**config.mk**
```make
export PLATFORM = sky130hd
export DESIGN_NAME = usb_data_buffer
export DESIGN_NICKNAME = d
export VERILOG_FILES = /design/src/rtl/usb_pkg.sv /design/src/rtl/usb_buffer_mem.sv /design/src/rtl/usb_data_buffer.sv
export SDC_FILE = /design/constraint.sdc
export NUM_CORES = 2
export LEC_CHECK = 0
export CAP_MARGIN = 20
export CORE_AREA = 5 5 342 378
export CTS_BUF_LIST = sky130_fd_sc_hd__clkbuf_8
export CTS_CLUSTER_DIAMETER = 60
export DETAILED_ROUTE_END_ITERATION = 8
export DIE_AREA = 0 0 347 383
export SYNTH_ARGS = -nofsm -noshare
export SYNTH_HDL_FRONTEND = slang
export SYNTH_SLANG_ARGS = --single-unit
```
**constraint.sdc**
```tcl
create_clock -name clk -period 11.7 [get_ports clk]
set_clock_uncertainty 0.05 [all_clocks]
set_input_delay 2.34 -clock clk [delete_from_list [all_inputs] [get_ports clk]]
set_output_delay 2.34 -clock clk [all_outputs]
set_load 0.005 [all_outputs]
```
**src/rtl/usb_pkg.sv**
```systemverilog
// Shared USB definitions: access-size encodings, endpoint buffer geometry and
// the PID values used by usb_rx and usb_tx.
package usb_pkg;

  localparam int unsigned USB_BUF_DEPTH  = 64;
  localparam int unsigned USB_BUF_ADDR_W = 6;

  localparam logic [1:0] SIZE_BYTE = 2'd0;
  localparam logic [1:0] SIZE_HALF = 2'd1;
  localparam logic [1:0] SIZE_WORD = 2'd2;

  localparam logic [3:0] PID_OUT   = 4'b0001;
  localparam logic [3:0] PID_IN    = 4'b1001;
  localparam logic [3:0] PID_DATA0 = 4'b0011;
  localparam logic [3:0] PID_DATA1 = 4'b1011;
  localparam logic [3:0] PID_ACK   = 4'b0010;
  localparam logic [3:0] PID_NAK   = 4'b1010;
  localparam logic [3:0] PID_STALL = 4'b1110;

  // Byte count of an AHB access; the reserved encoding moves nothing.
  function automatic logic [2:0] size_bytes(input logic [1:0] sz);
    logic [2:0] n;
    case (sz)
      SIZE_BYTE: n = 3'd1;
      SIZE_HALF: n = 3'd2;
      SIZE_WORD: n = 3'd4;
      default:   n = 3'd0;
    endcase
    return n;
  endfunction

endpackage

```
**src/rtl/usb_buffer_mem.sv**
```systemverilog
// Byte-wide register file with a 1..4-byte write port and a 4-byte read window,
// both addressed modulo DEPTH so accesses may straddle the top of the array.
module usb_buffer_mem
  import usb_pkg::*;
#(
  parameter int unsigned DEPTH  = USB_BUF_DEPTH,
  parameter int unsigned ADDR_W = USB_BUF_ADDR_W
) (
  input  logic              clk_i,
  input  logic [ADDR_W-1:0] waddr_i,
  input  logic [2:0]        wcount_i,
  input  logic [31:0]       wdata_i,
  input  logic [ADDR_W-1:0] raddr_i,
  output logic [31:0]       rdata_o
);

  logic [7:0]        mem_q   [DEPTH];
  logic [7:0]        mem_d   [DEPTH];
  logic [ADDR_W-1:0] waddr_k [4];
  logic [ADDR_W-1:0] raddr_k [4];

  for (genvar g = 0; g < 4; g++) begin : gen_lane
    assign waddr_k[g]         = waddr_i + ADDR_W'(g);
    assign raddr_k[g]         = raddr_i + ADDR_W'(g);
    assign rdata_o[8*g +: 8]  = mem_q[raddr_k[g]];
  end

  always_comb begin
    mem_d = mem_q;
    for (int k = 0; k < 4; k++) begin
      if (wcount_i > 3'(k)) begin
        mem_d[waddr_k[k]] = wdata_i[8*k +: 8];
      end
    end
  end

  // Contents are deliberately not reset; occupancy gates every read.
  always_ff @(posedge clk_i) begin
    mem_q <= mem_d;
  end

endmodule

```
**src/rtl/usb_data_buffer.sv**
```systemverilog
// Endpoint byte FIFO between usb_rx/usb_tx and the AHB slave: one push source and
// one pop source per cycle, multi-byte AHB accesses, flush/clear to empty.
module usb_data_buffer
  import usb_pkg::*;
#(
  parameter int unsigned DEPTH  = USB_BUF_DEPTH,
  parameter int unsigned ADDR_W = USB_BUF_ADDR_W
) (
  input  logic              clk,
  input  logic              n_rst,
  input  logic              flush,
  input  logic              clear,
  input  logic              store_rx_packet_data,
  input  logic [7:0]        rx_packet_data,
  input  logic              get_rx_data,
  input  logic              store_tx_data,
  input  logic [1:0]        data_size,
  input  logic [31:0]       tx_data,
  output logic [31:0]       rx_data,
  input  logic              get_tx_packet_data,
  output logic [7:0]        tx_packet_data,
  output logic [ADDR_W:0]   buffer_occupancy
);

  localparam int unsigned CntW = ADDR_W + 1;

  logic [ADDR_W-1:0] rd_ptr_q, rd_ptr_d;
  logic [ADDR_W-1:0] wr_ptr_q, wr_ptr_d;
  logic [CntW-1:0]   occ_q, occ_d;

  logic [2:0]  push_size, pop_size, push_cnt, pop_cnt, rx_size;
  logic [31:0] push_data, win;

  always_comb begin
    push_size = '0;
    push_data = '0;
    if (store_rx_packet_data) begin
      push_size = 3'd1;
      push_data = {24'h0, rx_packet_data};
    end else if (store_tx_data) begin
      push_size = size_bytes(data_size);
      push_data = tx_data;
    end

    pop_size = '0;
    if (get_tx_packet_data) begin
      pop_size = 3'd1;
    end else if (get_rx_data) begin
      pop_size = size_bytes(data_size);
    end

    // Both checks use pre-edge occupancy, so a pop never consumes same-cycle pushes.
    push_cnt = (occ_q + CntW'(push_size) <= CntW'(DEPTH)) ? push_size : '0;
    pop_cnt  = (occ_q >= CntW'(pop_size)) ? pop_size : '0;

    wr_ptr_d = wr_ptr_q + ADDR_W'(push_cnt);
    rd_ptr_d = rd_ptr_q + ADDR_W'(pop_cnt);
    occ_d    = occ_q + CntW'(push_cnt) - CntW'(pop_cnt);

    if (flush || clear) begin
      push_cnt = '0;
      pop_cnt  = '0;
      wr_ptr_d = '0;
      rd_ptr_d = '0;
      occ_d    = '0;
    end
  end

  always_ff @(posedge clk or negedge n_rst) begin
    if (!n_rst) begin
      rd_ptr_q <= '0;
      wr_ptr_q <= '0;
      occ_q    <= '0;
    end else begin
      rd_ptr_q <= rd_ptr_d;
      wr_ptr_q <= wr_ptr_d;
      occ_q    <= occ_d;
    end
  end

  usb_buffer_mem #(
    .DEPTH  (DEPTH),
    .ADDR_W (ADDR_W)
  ) u_mem (
    .clk_i    (clk),
    .waddr_i  (wr_ptr_q),
    .wcount_i (push_cnt),
    .wdata_i  (push_data),
    .raddr_i  (rd_ptr_q),
    .rdata_o  (win)
  );

  // Bytes beyond the access size or beyond the valid data read as zero.
  always_comb begin
    rx_size = size_bytes(data_size);
    rx_data = '0;
    for (int k = 0; k < 4; k++) begin
      if (rx_size > 3'(k) && occ_q > CntW'(k)) begin
        rx_data[8*k +: 8] = win[8*k +: 8];
      end
    end
    tx_packet_data = (occ_q != '0) ? win[7:0] : 8'h00;
  end

  assign buffer_occupancy = occ_q;

endmodule

```
==> results <==
- The post-route cell area is 55100 sq um.
- In this run the vertical extent of the chip is 383 microns.
- The standard cell core area is 125000 sq um.
- In this run the tool buffered the top-level ports with 96 buffer cells.
- The total number of vias is 58787.
- The count of nets left with antenna violations once routing finished came out at 0.
- The cell area that synthesis handed to floorplanning was 49500 sq um.
- For this run, the total global-route usage over all layers was measured as 49.6%.
- The total negative slack is 0 ns.
- In this run the register-to-register setup slack is 6.06 ns.
- In this run, synthesis produced a sequential element count of 531.
- After clock tree synthesis, the setup repair step added 0 buffers.
- The number of global-route vias before repair is 52806.
- The critical path class is reg -> out.
- The first global-routing pass estimated 459 mm of wire.
- The area occupied by multi-input gates is 36900 sq um.
- Once the floorplan was initialized, standard cells occupied 39.8% of the core.
- The number of hold violations in the final report is 0.
- The number of resized instances in the post-cts repair step is 0.
- In this run the power density over the cells is 133 nW/um^2.
- The number of remaining DRC errors is 15.
- The CTS buffer count is 106.
- The worst setup path is captured at an output pin.
- After detailed routing, the average wire length per cell comes to 50.3 microns.
- The initial antenna violation count is 48.
- The transition at the pin with the smallest max-transition slack is 1.54 ns.
- The flow ran to the end, but the final reports show violations.
- The launching element of the worst setup path is rd_ptr_q[0]$_DFF_PN0_.
- In this run the number of H-tree levels came out at 3.
- The pre-antenna-repair detailed-routing pass consisted of 9 iterations.
- The maximum operating frequency is 112 MHz.
- After the first detailed-routing iteration, the DRC count stood at 12000.
- The final layout contains routed wiring with a total length of 346 mm.
- The type of the worst min-delay path is reg -> reg.
- The number of nets in the synthesized netlist is 5285.
- Clock tree synthesis selected as its root buffer the cell sky130_fd_sc_hd__clkbuf_8.
- The width of the die is 347 microns.
- Setup repair after global routing left no endpoint under its margin.
- The per-instance average area after synthesis is 9.53 sq um.
- The endpoint identified for the worst register-to-register timing path is u_mem.mem_q[389]$_DFF_P_.
- After layout, the worst path uses 76.4% of the clock period.
- The gate count of the mapped netlist is 5197.
- The number of rows in the core area is 136.
- The clock tree from TritonCTS is built.
- After synthesis, flip-flops and latches occupy 21.7% of the total area.
- In this run the count of I/O pins placed on the die edge is 97.
- The static leakage is 17.4 nW.
- The arrival time of the worst setup path is 6.55 ns.
- Fill cells in the final layout number 12087.
- The die covers 133000 sq um.
- The most instantiated flip-flop cell in the synthesis netlist is sky130_fd_sc_hd__dfxtp_1.
- Once routing completed, OpenROAD measured the worst setup slack at 2.76 ns.
- For this run, the post-layout net count is 5191.
- The maximum number of pins on one net before global-route repair is 121.
- In this run, post-CTS hold repair placed 0 buffers.
- The placed cell area is 52700 sq um.
- In this run the critical register-to-register path is launched from buffer_occupancy[1]$_DFF_PN0_.
- Setup violations remaining at the end of the flow were counted as 0.
- The required time at the endpoint of the critical path is 9.31 ns.
- The max-slew violation total from the final report is 8.
- Counting every sink on the clock net gives 531.
- The async set-or-reset flop fraction in the synthesized netlist is 3.58%.
- The post-detailed-placement half-perimeter wirelength is 235 mm.
- Yosys mapped a number of flops with a built-in enable equal to 0.
- The later pin in the worst-skew pair is clocked with a latency of 0.92 ns.
- The global placement routability congestion is 1.12.
- Dividing the detail-routed via count by the number of cells gives 8.55.
- For this run, the number of Yosys warnings is 0.
- The share of the core filled with cells in the final layout is 44.2%.
- The checks that failed: design-rule violations, max-slew violations.
- After clock tree synthesis, the clock-pin slew on the worst setup and hold paths is 0.07 ns.
- The sort of element at the start of the critical path is a flip-flop.
- The critical-path maximum fanout is 96.
- VDD sags by at most 0.000117 V.
- The max capacitance violation total is 0.
- The worst setup slack after placement is 3.42 ns.
- Headroom to the max-slew limit came out at -2.95%.
- The leftover overflow at the end of global routing is 0.
- The layout-stage area growth over the synthesis result is 11.2%.
- The sequential cells in the finished layout cover a total of 10700 sq um.
- The number of unique standard cell types used by synthesis is 92.
- Hold is met by 0.510 ns.
- The share of layout cells above drive strength 1 is 26.1%.
- The buffer depth of the longest clock path is 3.
- The worst setup path endpoint is rx_data[8].
- For the finished layout, the period the worst path requires is 8.94 ns.
- Measured in cells, the most critical reg-to-reg path has a length of 13.
where the power goes:
part,switching (mW),internal [mW]
Sequential,0.180,1.90
Clock,1.02,1.05
Combinational,2.05,1.14
placed cells by master, fill, tap and decap left out, drive strengths merged, types with 52 or more instances in the layout:
cell type	synthesis	final
clkdlybuf4s50	0	95
o22ai	300	300
o211ai	212	212
nand2	595	595
buf	150	254
inv	33	77
mux2i	129	129
clkbuf	405	131
a221oi	80	80
nor2	375	375
a31oi	158	158
o21ai	94	94
mux4	624	624
o221ai	94	94
nand3	65	65
a211oi	221	221
a21boi	52	52
nor2b	54	54
o32ai	61	61
a21oi	227	227
nor3	120	120
dfxtp	512	512
mux2	106	106
critical path, cell delays in order (launching register included):
cell,delay [ns]
sky130_fd_sc_hd__dfrtp_4,0.85
sky130_fd_sc_hd__inv_1,0.18
sky130_fd_sc_hd__ha_4,0.74
sky130_fd_sc_hd__buf_12,0.50
sky130_fd_sc_hd__mux4_2,0.60
sky130_fd_sc_hd__mux4_2,0.60
sky130_fd_sc_hd__nor2b_1,0.25
sky130_fd_sc_hd__a211oi_1,0.89
sky130_fd_sc_hd__a211oi_1,0.26
sky130_fd_sc_hd__clkdlybuf4s50_1,0.54
state kept, by name, summed over array words and instances, names as in the netlist:
register,cells
wr_ptr_q,6
buffer_occupancy,7
u_mem.mem_q,512
rd_ptr_q,6
through the flow:
step                std cells  total power, mW
CTS                      6828             7.08
detailed placement       6636             5.09
global placement         6622             5.07
floorplan                5197             3.87
finish                   6878             7.33
global route             6850             7.37
area by class of cell:
type / count / area share [%]
inverter: 35 / 0.238
clock buffer: 127 / 3.17
timing repair buffer: 353 / 5.51
clock inverter: 65 / 0.686
multi-input combinational: 4076 / 67.0
antenna: 35 / 0.159
tap: 1656 / 3.76
sequential: 531 / 19.5
cells in the mapped netlist (38+ instances only):
cell type,instances,share of area (%)
sky130_fd_sc_hd__o21a_1,40,0.61
sky130_fd_sc_hd__o22ai_1,300,3.8
sky130_fd_sc_hd__o221a_2,38,0.86
sky130_fd_sc_hd__o32ai_1,60,1.1
sky130_fd_sc_hd__nor2_1,374,2.8
sky130_fd_sc_hd__mux2_2,106,2.4
sky130_fd_sc_hd__and2_1,46,0.58
sky130_fd_sc_hd__a31oi_1,158,2.0
sky130_fd_sc_hd__mux4_2,624,28
sky130_fd_sc_hd__nor3_1,117,1.2
sky130_fd_sc_hd__buf_1,93,0.70
sky130_fd_sc_hd__dfxtp_1,512,21
sky130_fd_sc_hd__nor2b_1,54,0.68
sky130_fd_sc_hd__a211oi_1,188,2.8
sky130_fd_sc_hd__a21oi_1,225,2.3
sky130_fd_sc_hd__o221ai_1,94,1.7
sky130_fd_sc_hd__nand3_1,65,0.66
sky130_fd_sc_hd__buf_2,50,0.51
sky130_fd_sc_hd__o21ai_0,77,0.78
sky130_fd_sc_hd__nand2_1,595,4.5
sky130_fd_sc_hd__o211ai_1,205,3.1
sky130_fd_sc_hd__mux2i_1,129,2.6
sky130_fd_sc_hd__clkbuf_1,405,3.1
sky130_fd_sc_hd__a221oi_1,77,1.4
sky130_fd_sc_hd__a22oi_1,47,0.71
routing by layer:
| layer | vias up | GRT usage (%) | share of wire (%) |
|---|---|---|---|
| met5 | - | 0.911 | 0.074 |
| met4 | 28 | 42.3 | 12 |
| met3 | 2105 | 27.9 | 18 |
| met2 | 6999 | 66.2 | 38 |
| met1 | 28563 | 56.6 | 32 |
| li1 | 21092 | - | - |
worst min path at each step:
| stage | to | startpoint | cells past startpoint | slack (ns) |
|---|---|---|---|---|
| final | rd_ptr_q[5]$_DFF_PN0_ | rd_ptr_q[5]$_DFF_PN0_ | 2 | 0.51 |
| after global routing | rd_ptr_q[5]$_DFF_PN0_ | rd_ptr_q[5]$_DFF_PN0_ | 2 | 0.54 |
| after CTS | rd_ptr_q[5]$_DFF_PN0_ | rd_ptr_q[5]$_DFF_PN0_ | 2 | 0.50 |
| after detailed placement | rd_ptr_q[5]$_DFF_PN0_ | rd_ptr_q[5]$_DFF_PN0_ | 2 | 0.50 |
| after global placement | rd_ptr_q[5]$_DFF_PN0_ | rd_ptr_q[5]$_DFF_PN0_ | 2 | 0.49 |
| after floorplan | u_mem.mem_q[110]$_DFF_P_ | u_mem.mem_q[110]$_DFF_P_ | 2 | 0.48 |
logic make-up after synthesis:
family | share of synthesized area (%)
xor+xnor | 0.619
simple gates | 11.7
flops | 21.7
mux | 33.4
buf+inv | 4.67
compound gates | 26.9
fa+ha+maj | 1.04
Power figures use the tool's default switching activity.
